### src/rtl/fetch_queue.sv
// fetch_queue: instruction fetch unit with an in-order response queue.
//
// Issues sequential fetch requests to instruction memory, reserves a queue
// entry per accepted request, fills entries in order as responses return and
// presents the oldest filled entry to the consumer. A redirect flushes the
// queue, restarts fetch at redirect_pc and drains responses still in flight.
//
// Ports:
//   clk, rst_        clock, synchronous active-high reset
//   ena_pc           fetch enable (only gates new requests)
//   imem_req/addr    request to instruction memory, accepted with imem_ready
//   imem_rvalid/rdata in-order responses from instruction memory
//   redirect/_pc     flush and restart fetch at redirect_pc
//   inst_valid/inst/inst_pc/inst_ready  head of queue to consumer
//   count            reserved entries (filled + awaiting response)
module fetch_queue #(
  parameter int unsigned     XLEN       = 32,
  parameter int unsigned     INST_WIDTH = 32,
  parameter int unsigned     DEPTH      = 4,
  parameter logic [XLEN-1:0] RESET_PC   = '0
) (
  input  logic                     clk,
  input  logic                     rst_,
  input  logic                     ena_pc,
  output logic                     imem_req,
  output logic [XLEN-1:0]          imem_addr,
  input  logic                     imem_ready,
  input  logic                     imem_rvalid,
  input  logic [INST_WIDTH-1:0]    imem_rdata,
  input  logic                     redirect,
  input  logic [XLEN-1:0]          redirect_pc,
  output logic                     inst_valid,
  output logic [INST_WIDTH-1:0]    inst,
  output logic [XLEN-1:0]          inst_pc,
  input  logic                     inst_ready,
  output logic [$clog2(DEPTH):0]   count
);

  localparam int unsigned PTR_W      = $clog2(DEPTH);
  localparam int unsigned CNT_W      = PTR_W + 1;
  localparam int unsigned ALIGN_BITS = $clog2(INST_WIDTH / 8);

  localparam logic [XLEN-1:0]  PC_STEP    = XLEN'(INST_WIDTH / 8);
  localparam logic [XLEN-1:0]  ALIGN_MASK = ~(XLEN'((1 << ALIGN_BITS) - 1));
  localparam logic [CNT_W-1:0] FULL       = CNT_W'(DEPTH);
  localparam logic [CNT_W-1:0] CNT_ONE    = CNT_W'(1);
  localparam logic [PTR_W-1:0] PTR_ONE    = PTR_W'(1);

  typedef enum logic [1:0] {IDLE, FETCH, DRAIN} state_t;

  state_t                 state_q;
  logic [XLEN-1:0]        fetch_pc_q;
  logic [XLEN-1:0]        pc_q   [DEPTH];
  logic [INST_WIDTH-1:0]  inst_q [DEPTH];
  logic [DEPTH-1:0]       filled_q;
  logic [PTR_W-1:0]       head_q;
  logic [PTR_W-1:0]       tail_q;
  logic [PTR_W-1:0]       fill_q;     // oldest reserved-but-unfilled entry
  logic [CNT_W-1:0]       count_q;
  logic [CNT_W-1:0]       unfilled_q;
  logic [CNT_W-1:0]       discard_q;  // in-flight responses to drop

  logic                   accept;
  logic                   fill;
  logic                   pop;
  logic                   drop;
  logic [CNT_W-1:0]       redir_sum;
  logic [CNT_W-1:0]       discard_d;
  state_t                 resume_state;

  assign imem_addr  = fetch_pc_q;
  assign count      = count_q;
  assign inst_valid = ~rst_ & filled_q[head_q];
  assign inst       = inst_q[head_q];
  assign inst_pc    = pc_q[head_q];

  always_comb begin
    imem_req     = ~rst_ & (state_q == FETCH) & ena_pc & (count_q < FULL) & ~redirect;
    accept       = imem_req & imem_ready;
    pop          = inst_valid & inst_ready & ~redirect;
    fill         = ~rst_ & imem_rvalid & (discard_q == '0) & (unfilled_q != '0) & ~redirect;
    drop         = imem_rvalid & (discard_q != '0);
    redir_sum    = discard_q + unfilled_q;
    resume_state = ena_pc ? FETCH : IDLE;
    discard_d    = discard_q;
    if (redirect) begin
      // A response arriving with the redirect belongs to the flushed stream.
      if (imem_rvalid && (redir_sum != '0)) discard_d = redir_sum - CNT_ONE;
      else                                  discard_d = redir_sum;
    end else if (drop) begin
      discard_d = discard_q - CNT_ONE;
    end
  end

  // Entry payload storage needs no reset; validity lives in filled_q.
  always_ff @(posedge clk) begin
    if (accept) pc_q[tail_q]   <= fetch_pc_q;
    if (fill)   inst_q[fill_q] <= imem_rdata;
  end

  always_ff @(posedge clk) begin
    if (rst_) begin
      state_q    <= IDLE;
      fetch_pc_q <= RESET_PC;
      filled_q   <= '0;
      head_q     <= '0;
      tail_q     <= '0;
      fill_q     <= '0;
      count_q    <= '0;
      unfilled_q <= '0;
      discard_q  <= '0;
    end else if (redirect) begin
      fetch_pc_q <= redirect_pc & ALIGN_MASK;
      filled_q   <= '0;
      head_q     <= '0;
      tail_q     <= '0;
      fill_q     <= '0;
      count_q    <= '0;
      unfilled_q <= '0;
      discard_q  <= discard_d;
      state_q    <= (discard_d != '0) ? DRAIN : resume_state;
    end else begin
      discard_q <= discard_d;

      case (state_q)
        IDLE:    if (ena_pc)  state_q <= FETCH;
        FETCH:   if (!ena_pc) state_q <= IDLE;
        DRAIN:   if (discard_d == '0) state_q <= resume_state;
        default: state_q <= IDLE;
      endcase

      if (accept) begin
        filled_q[tail_q] <= 1'b0;
        tail_q           <= tail_q + PTR_ONE;
        fetch_pc_q       <= fetch_pc_q + PC_STEP;
      end
      if (fill) begin
        filled_q[fill_q] <= 1'b1;
        fill_q           <= fill_q + PTR_ONE;
      end
      if (pop) begin
        filled_q[head_q] <= 1'b0;
        head_q           <= head_q + PTR_ONE;
      end

      case ({accept, pop})
        2'b10:   count_q <= count_q + CNT_ONE;
        2'b01:   count_q <= count_q - CNT_ONE;
        default: count_q <= count_q;
      endcase

      case ({accept, fill})
        2'b10:   unfilled_q <= unfilled_q + CNT_ONE;
        2'b01:   unfilled_q <= unfilled_q - CNT_ONE;
        default: unfilled_q <= unfilled_q;
      endcase
    end
  end

endmodule

### config.mk
export PLATFORM = sky130hd
export DESIGN_NAME = fetch_queue
export DESIGN_NICKNAME = d
export VERILOG_FILES = /design/src/rtl/fetch_queue.sv
export SDC_FILE = /design/constraint.sdc
export NUM_CORES = 1
export LEC_CHECK = 0
export CORE_MARGIN = 10
export CORE_UTILIZATION = 45
export CTS_BUF_LIST = sky130_fd_sc_hd__clkbuf_4
export CTS_CLUSTER_SIZE = 25
export DETAILED_ROUTE_END_ITERATION = 7
export PLACE_DENSITY = 0.68
export SLEW_MARGIN = 15
export SYNTH_ARGS = -nofsm -noshare
export SYNTH_HDL_FRONTEND = slang
export SYNTH_SLANG_ARGS = --single-unit
### constraint.sdc
create_clock -name clk -period 4.09 [get_ports clk]
set_input_delay 0.6135 -clock clk [delete_from_list [all_inputs] [get_ports clk]]
set_output_delay 0.6135 -clock clk [all_outputs]
set_load 0.05 [all_outputs]
Word-level counts from Yosys, hierarchy flattened --
Memories as Yosys holds them, arrays and structs flattened. A register that Yosys moved wholly into a read port is not among the register bits. Index checks and enable logic that the tools add are counted.
Cells by class: $add $sub $neg 11, order comparisons 7, eq/ne operators 9, mux-type cells 37, bitwise operators 20, reduce and logical (&&, ||, !) cells 16
Operator list (count):
- 32-bit two-way mux | 2
- 32-bit by 3-bit adder with 32-bit output, second input constant | 1
- 4-bit two-way mux | 7
- 2-bit two-way mux | 9
- 1-bit AND | 13
- 3-bit case mux with 2 select lines | 2
- 3-bit nonzero test | 4
- 3-bit by 1-bit subtractor with 3-bit output, second input constant | 4
- 2-bit by 3-bit less-than comparator with 1-bit output, second input constant | 3
- 1-bit two-way mux | 9
- 3-bit two-way mux | 3
- 3-bit inequality test, second input constant | 3
- 4-bit AND | 2
- 4-bit NOT | 2
- 2-bit by 1-bit adder with 2-bit output, second input constant | 3
- 3-bit by 1-bit adder with 3-bit output, second input constant | 2
- 1-bit demux with 2-bit select | 3
- 2-bit by 1-bit == test with 1-bit output, second input constant | 3
- 2-bit == test, second input constant | 3
- 2-bit by 1-bit >= comparator with 1-bit output, second input constant | 3
- 3-bit logical NOT | 2
- 2-bit case mux with 3 select lines | 1
- 2-bit nonzero test | 3
- 1-bit logical AND | 4
- other kinds (8) | 9
Storage, ports and cells: bits in registers 53, memory bits (writable) 256, bits of input ports 71, output and inout port bits 101, memories 2
Memory list:
- inst_q | depth 4, width 32, read ports 1, clocked after memory_dff 1, wr ports 1, RTL line 54 | logic [INST_WIDTH-1:0] inst_q [DEPTH];
- pc_q | depth 4, width 32, read ports 1, clocked after memory_dff 1, wr ports 1, RTL line 53 | logic [XLEN-1:0] pc_q [DEPTH];

Longest topological paths before layout --
depth after elaboration 15, mapped depth 12, depth with buffers taken out 11

Worst setup path after synthesis --
Ideal clock, no wire load.
path kind in2reg, start input port rst_, end register count_q[2] (netlist: count[2]), library setup time 70 ps, arrival 2711 ps, data required time 4020 ps, slack 1309 ps, stages 12, buffers on the path 3, path through buf_2 > nor2b_1 > and3_1 > buf_4 > inv_2 > clkbuf_1 > ha_1 > inv_1 > fa_1 > xor2_1 > or3_1 > a21oi_1
Between the ends: word-level cells in the longest chain between the ends 8
RTL lines:
- start: declaration | RTL line 23 | input logic rst_,
- 1-bit NOT | RTL line 73, 78
- 1-bit AND (4 in series) | RTL line 78 | imem_req = ~rst_ & (state_q == FETCH) & ena_pc & (count_q < FULL) & ~redirect;
- 1-bit AND | RTL line 79 | accept = imem_req & imem_ready;
- 2-bit by 1-bit == test with 1-bit output or 2-bit == test (tied branches) | RTL line 146 | case ({accept, pop})
- 3-bit case mux with 2 select lines or 2-bit nonzero test (tied branches)
- end signal: assignment | RTL line 147 | 2'b10: count_q <= count_q + CNT_ONE;
- end signal: assignment | RTL line 148 | 2'b01: count_q <= count_q - CNT_ONE;
- end signal: assignment | RTL line 149 | default: count_q <= count_q;
- end: declaration | RTL line 59 | logic [CNT_W-1:0] count_q;
Several ways; a longest one is shown, not always the timed one. A chain may end at the register's enable or synchronous reset.

==> metrics.cfg <==
[floorplanning]
initial_core_util_pct=45.4
core_sq_um=26700
die_h_um=184
rows=60
fp.dieW_um=184
io_pins=172
dieArea_sq_um=33900

[routing]
drc=0
wirelength_um=27400
first_iter_violations=422
wl_per_cell_um=20.4
ant_nets=0
firstDrtPassIters=5
num_vias=7185
via_per_inst=5.36

[synth]
synthCells=721
synth_cell_type_count=56
synth_area_sq_um=12100
ys_seq_area_share_pct=70.2
ys_ff_latch=301
avgSynthCellArea_sq_um=16.8
async_reset_ff_share_pct=0
ys.flop_type=edfxtp_1
yosysWarnings=0
synth-edff-count=248

[final_layout]
drive_gt1_share_pct=22.3
fin_nets=1038
area_delta_synth_final_pct=25.1
final_cells=1340

[global_route]
grt.overflow.total=0
antenna_found_initial=2
grt_pass1_wl_um=41900
grt_pass1_vias=7546
grt_max_degree=42
grt_usage_pct=16.1

[power]
leakagePower_nw=5.03
peakVddDrop_mv=0.164
cellPowerDensity_nw_per_um2=407

[clock_network]
clk_pin_slew_ns=0.06
post_cts_buffers=0
cts_hold_buf=0
clockRootBuffer=clkbuf_4
clock-sinks=301
ctsResizeCount=0
cts_htree_levels=3
cts_buffer_depth=3
insertion_delay_ns=0.69
numCtsBuffers=76
cts_tree=done

[run]
maxCapViolCount=0

[sta]
fin_hold_ws_ns=0.487
rsz0062_at_grt=no
fin_crit_sh_pct=86.8
relSlewSlack_pct=23.9
slew_viol_final=0
tns_ns=0
finalHoldViolations=0
worst_pin_slew_ns=1.14
fmax_ghz=0.282
setup_viol=0
fin_crit_ns=3.55
skew_ns=0.0447

[worst_setup_path]
arrival_ns=2.94
endpoint_kind=primary output
crit_type=reg -> out
required_ns=3.48
path_max_fanout=27
cp-start-kind=flip-flop

[placed_design]
dpl.hpwl_um=17600
gp_congestion=0.768
port_buffers=165
dp_cells=1207

[outcome]
status=completed

[min_path]
hold_class=in -> reg

-- layout make-up --
type	instances	area, sq um
Fill cell	2124	11500
Sequential cell	301	8520
Multi-Input combinational cell	359	3360
Timing Repair Buffer	181	1820
Clock buffer	110	826
Tap cell	341	427
Clock inverter	21	129
Inverter	25	93.8
Antenna cell	2	5.00
-- Yosys cell counts, types with 7 or more instances --
master / count / area share (%)
dfxtp_1: 53 / 8.7
inv_1: 24 / 0.74
nand2_1: 44 / 1.4
buf_2: 10 / 0.41
edfxtp_1: 248 / 61
and3_1: 15 / 0.77
a21oi_1: 35 / 1.4
nor2_1: 39 / 1.2
nand3_1: 17 / 0.70
clkbuf_1: 21 / 0.65
nand4_1: 7 / 0.36
ha_1: 20 / 2.1
a31oi_1: 9 / 0.46
mux4_2: 63 / 12
o21ai_0: 10 / 0.41
-- kinds of logic (layout without fill, tap and decap cells) --
family	Yosys count	count (layout)	share of synthesized area, %
adders and majority gates	23	23	2.56
DFF	301	301	70.2
AOI/OAI and AO/OA	88	88	4.62
other	1	6	0.0309
buffers and inverters	64	337	2.27
xor gates and xnor gates	10	10	0.722
and+or+nand+nor	160	160	6.94
muxes	74	74	12.7
-- stage by stage --
| step | util [%] | worst slack (ns) | total power [mW] | area [sq um] |
|---|---|---|---|---|
| global route | 56.8 | 0.342 | 6.47 | 15200 |
| finish | 56.8 | 0.541 | 6.18 | 15200 |
| CTS | 56.8 | 0.435 | 6.27 | 15200 |
| detailed placement | 53.2 | 0.901 | 3.78 | 14200 |
| floorplan | - | 1.31 | 3.62 | 12100 |
| global placement | 53.2 | 0.913 | 3.77 | 14200 |
-- power breakdown --
part	switching, mW	internal [mW]
registers	0.0522	3.34
logic	0.188	0.138
clock network	1.16	1.30
-- state kept, by name, indices dropped and copies added, names as in the netlist, named ones only --
register,cells
inst_q,128
pc_q,120
imem_addr,30
filled_q,4
count,3
discard_q,3
unfilled_q,3
fill_q,2
head_q,2
state_q,2
tail_q,2
-- layer usage --
metal  vias to the layer above  routed length (um)  global-route usage, %
li1                       3324                   -                      -
met1                      3571               11400                   20.1
met2                       236               13700                   26.3
met3                        54                1670                   4.19
met4                         0                 677                   6.49
met5                         -                   0                      0
-- critical path: stages, from the launching register on --
cell	delay, ns
dfxtp_4	0.65
buf_12	0.29
mux4_2	0.57
clkdlybuf4s50_1	0.73
-- layout by cell type, fill, tap and decap left out, types with 6 or more instances in the layout --
| master | instances |
|---|---|
| a211oi_1 | 6 |
| a21oi_1 | 35 |
| a31oi_1 | 9 |
| a32oi_1 | 6 |
| and3_1 | 11 |
| buf_4 | 13 |
| clkbuf_4 | 110 |
| clkdlybuf4s50_1 | 164 |
| clkinv_1 | 12 |
| dfxtp_1 | 51 |
| edfxtp_1 | 248 |
| ha_1 | 20 |
| inv_1 | 24 |
| mux2_1 | 6 |
| mux4_2 | 63 |
| nand2_1 | 44 |
| nand3_1 | 17 |
| nand4_1 | 7 |
| nor2_1 | 39 |
| nor3_1 | 6 |
| o21ai_0 | 10 |
| xor2_1 | 6 |
-- worst paths after layout --
check / from / to / slack, ns / cells past startpoint
worst min register to register: tail_q[1] / tail_q[1] / 0.51 / 2
worst max-delay path: flip-flop / inst[16] / 0.54 / 3
worst min-delay path: redirect_pc[5] / imem_addr[5] / 0.49 / 3
worst max register to register: discard_q[1] / unfilled_q[2] / 1.47 / 11
Power figures use the tool's default switching activity.
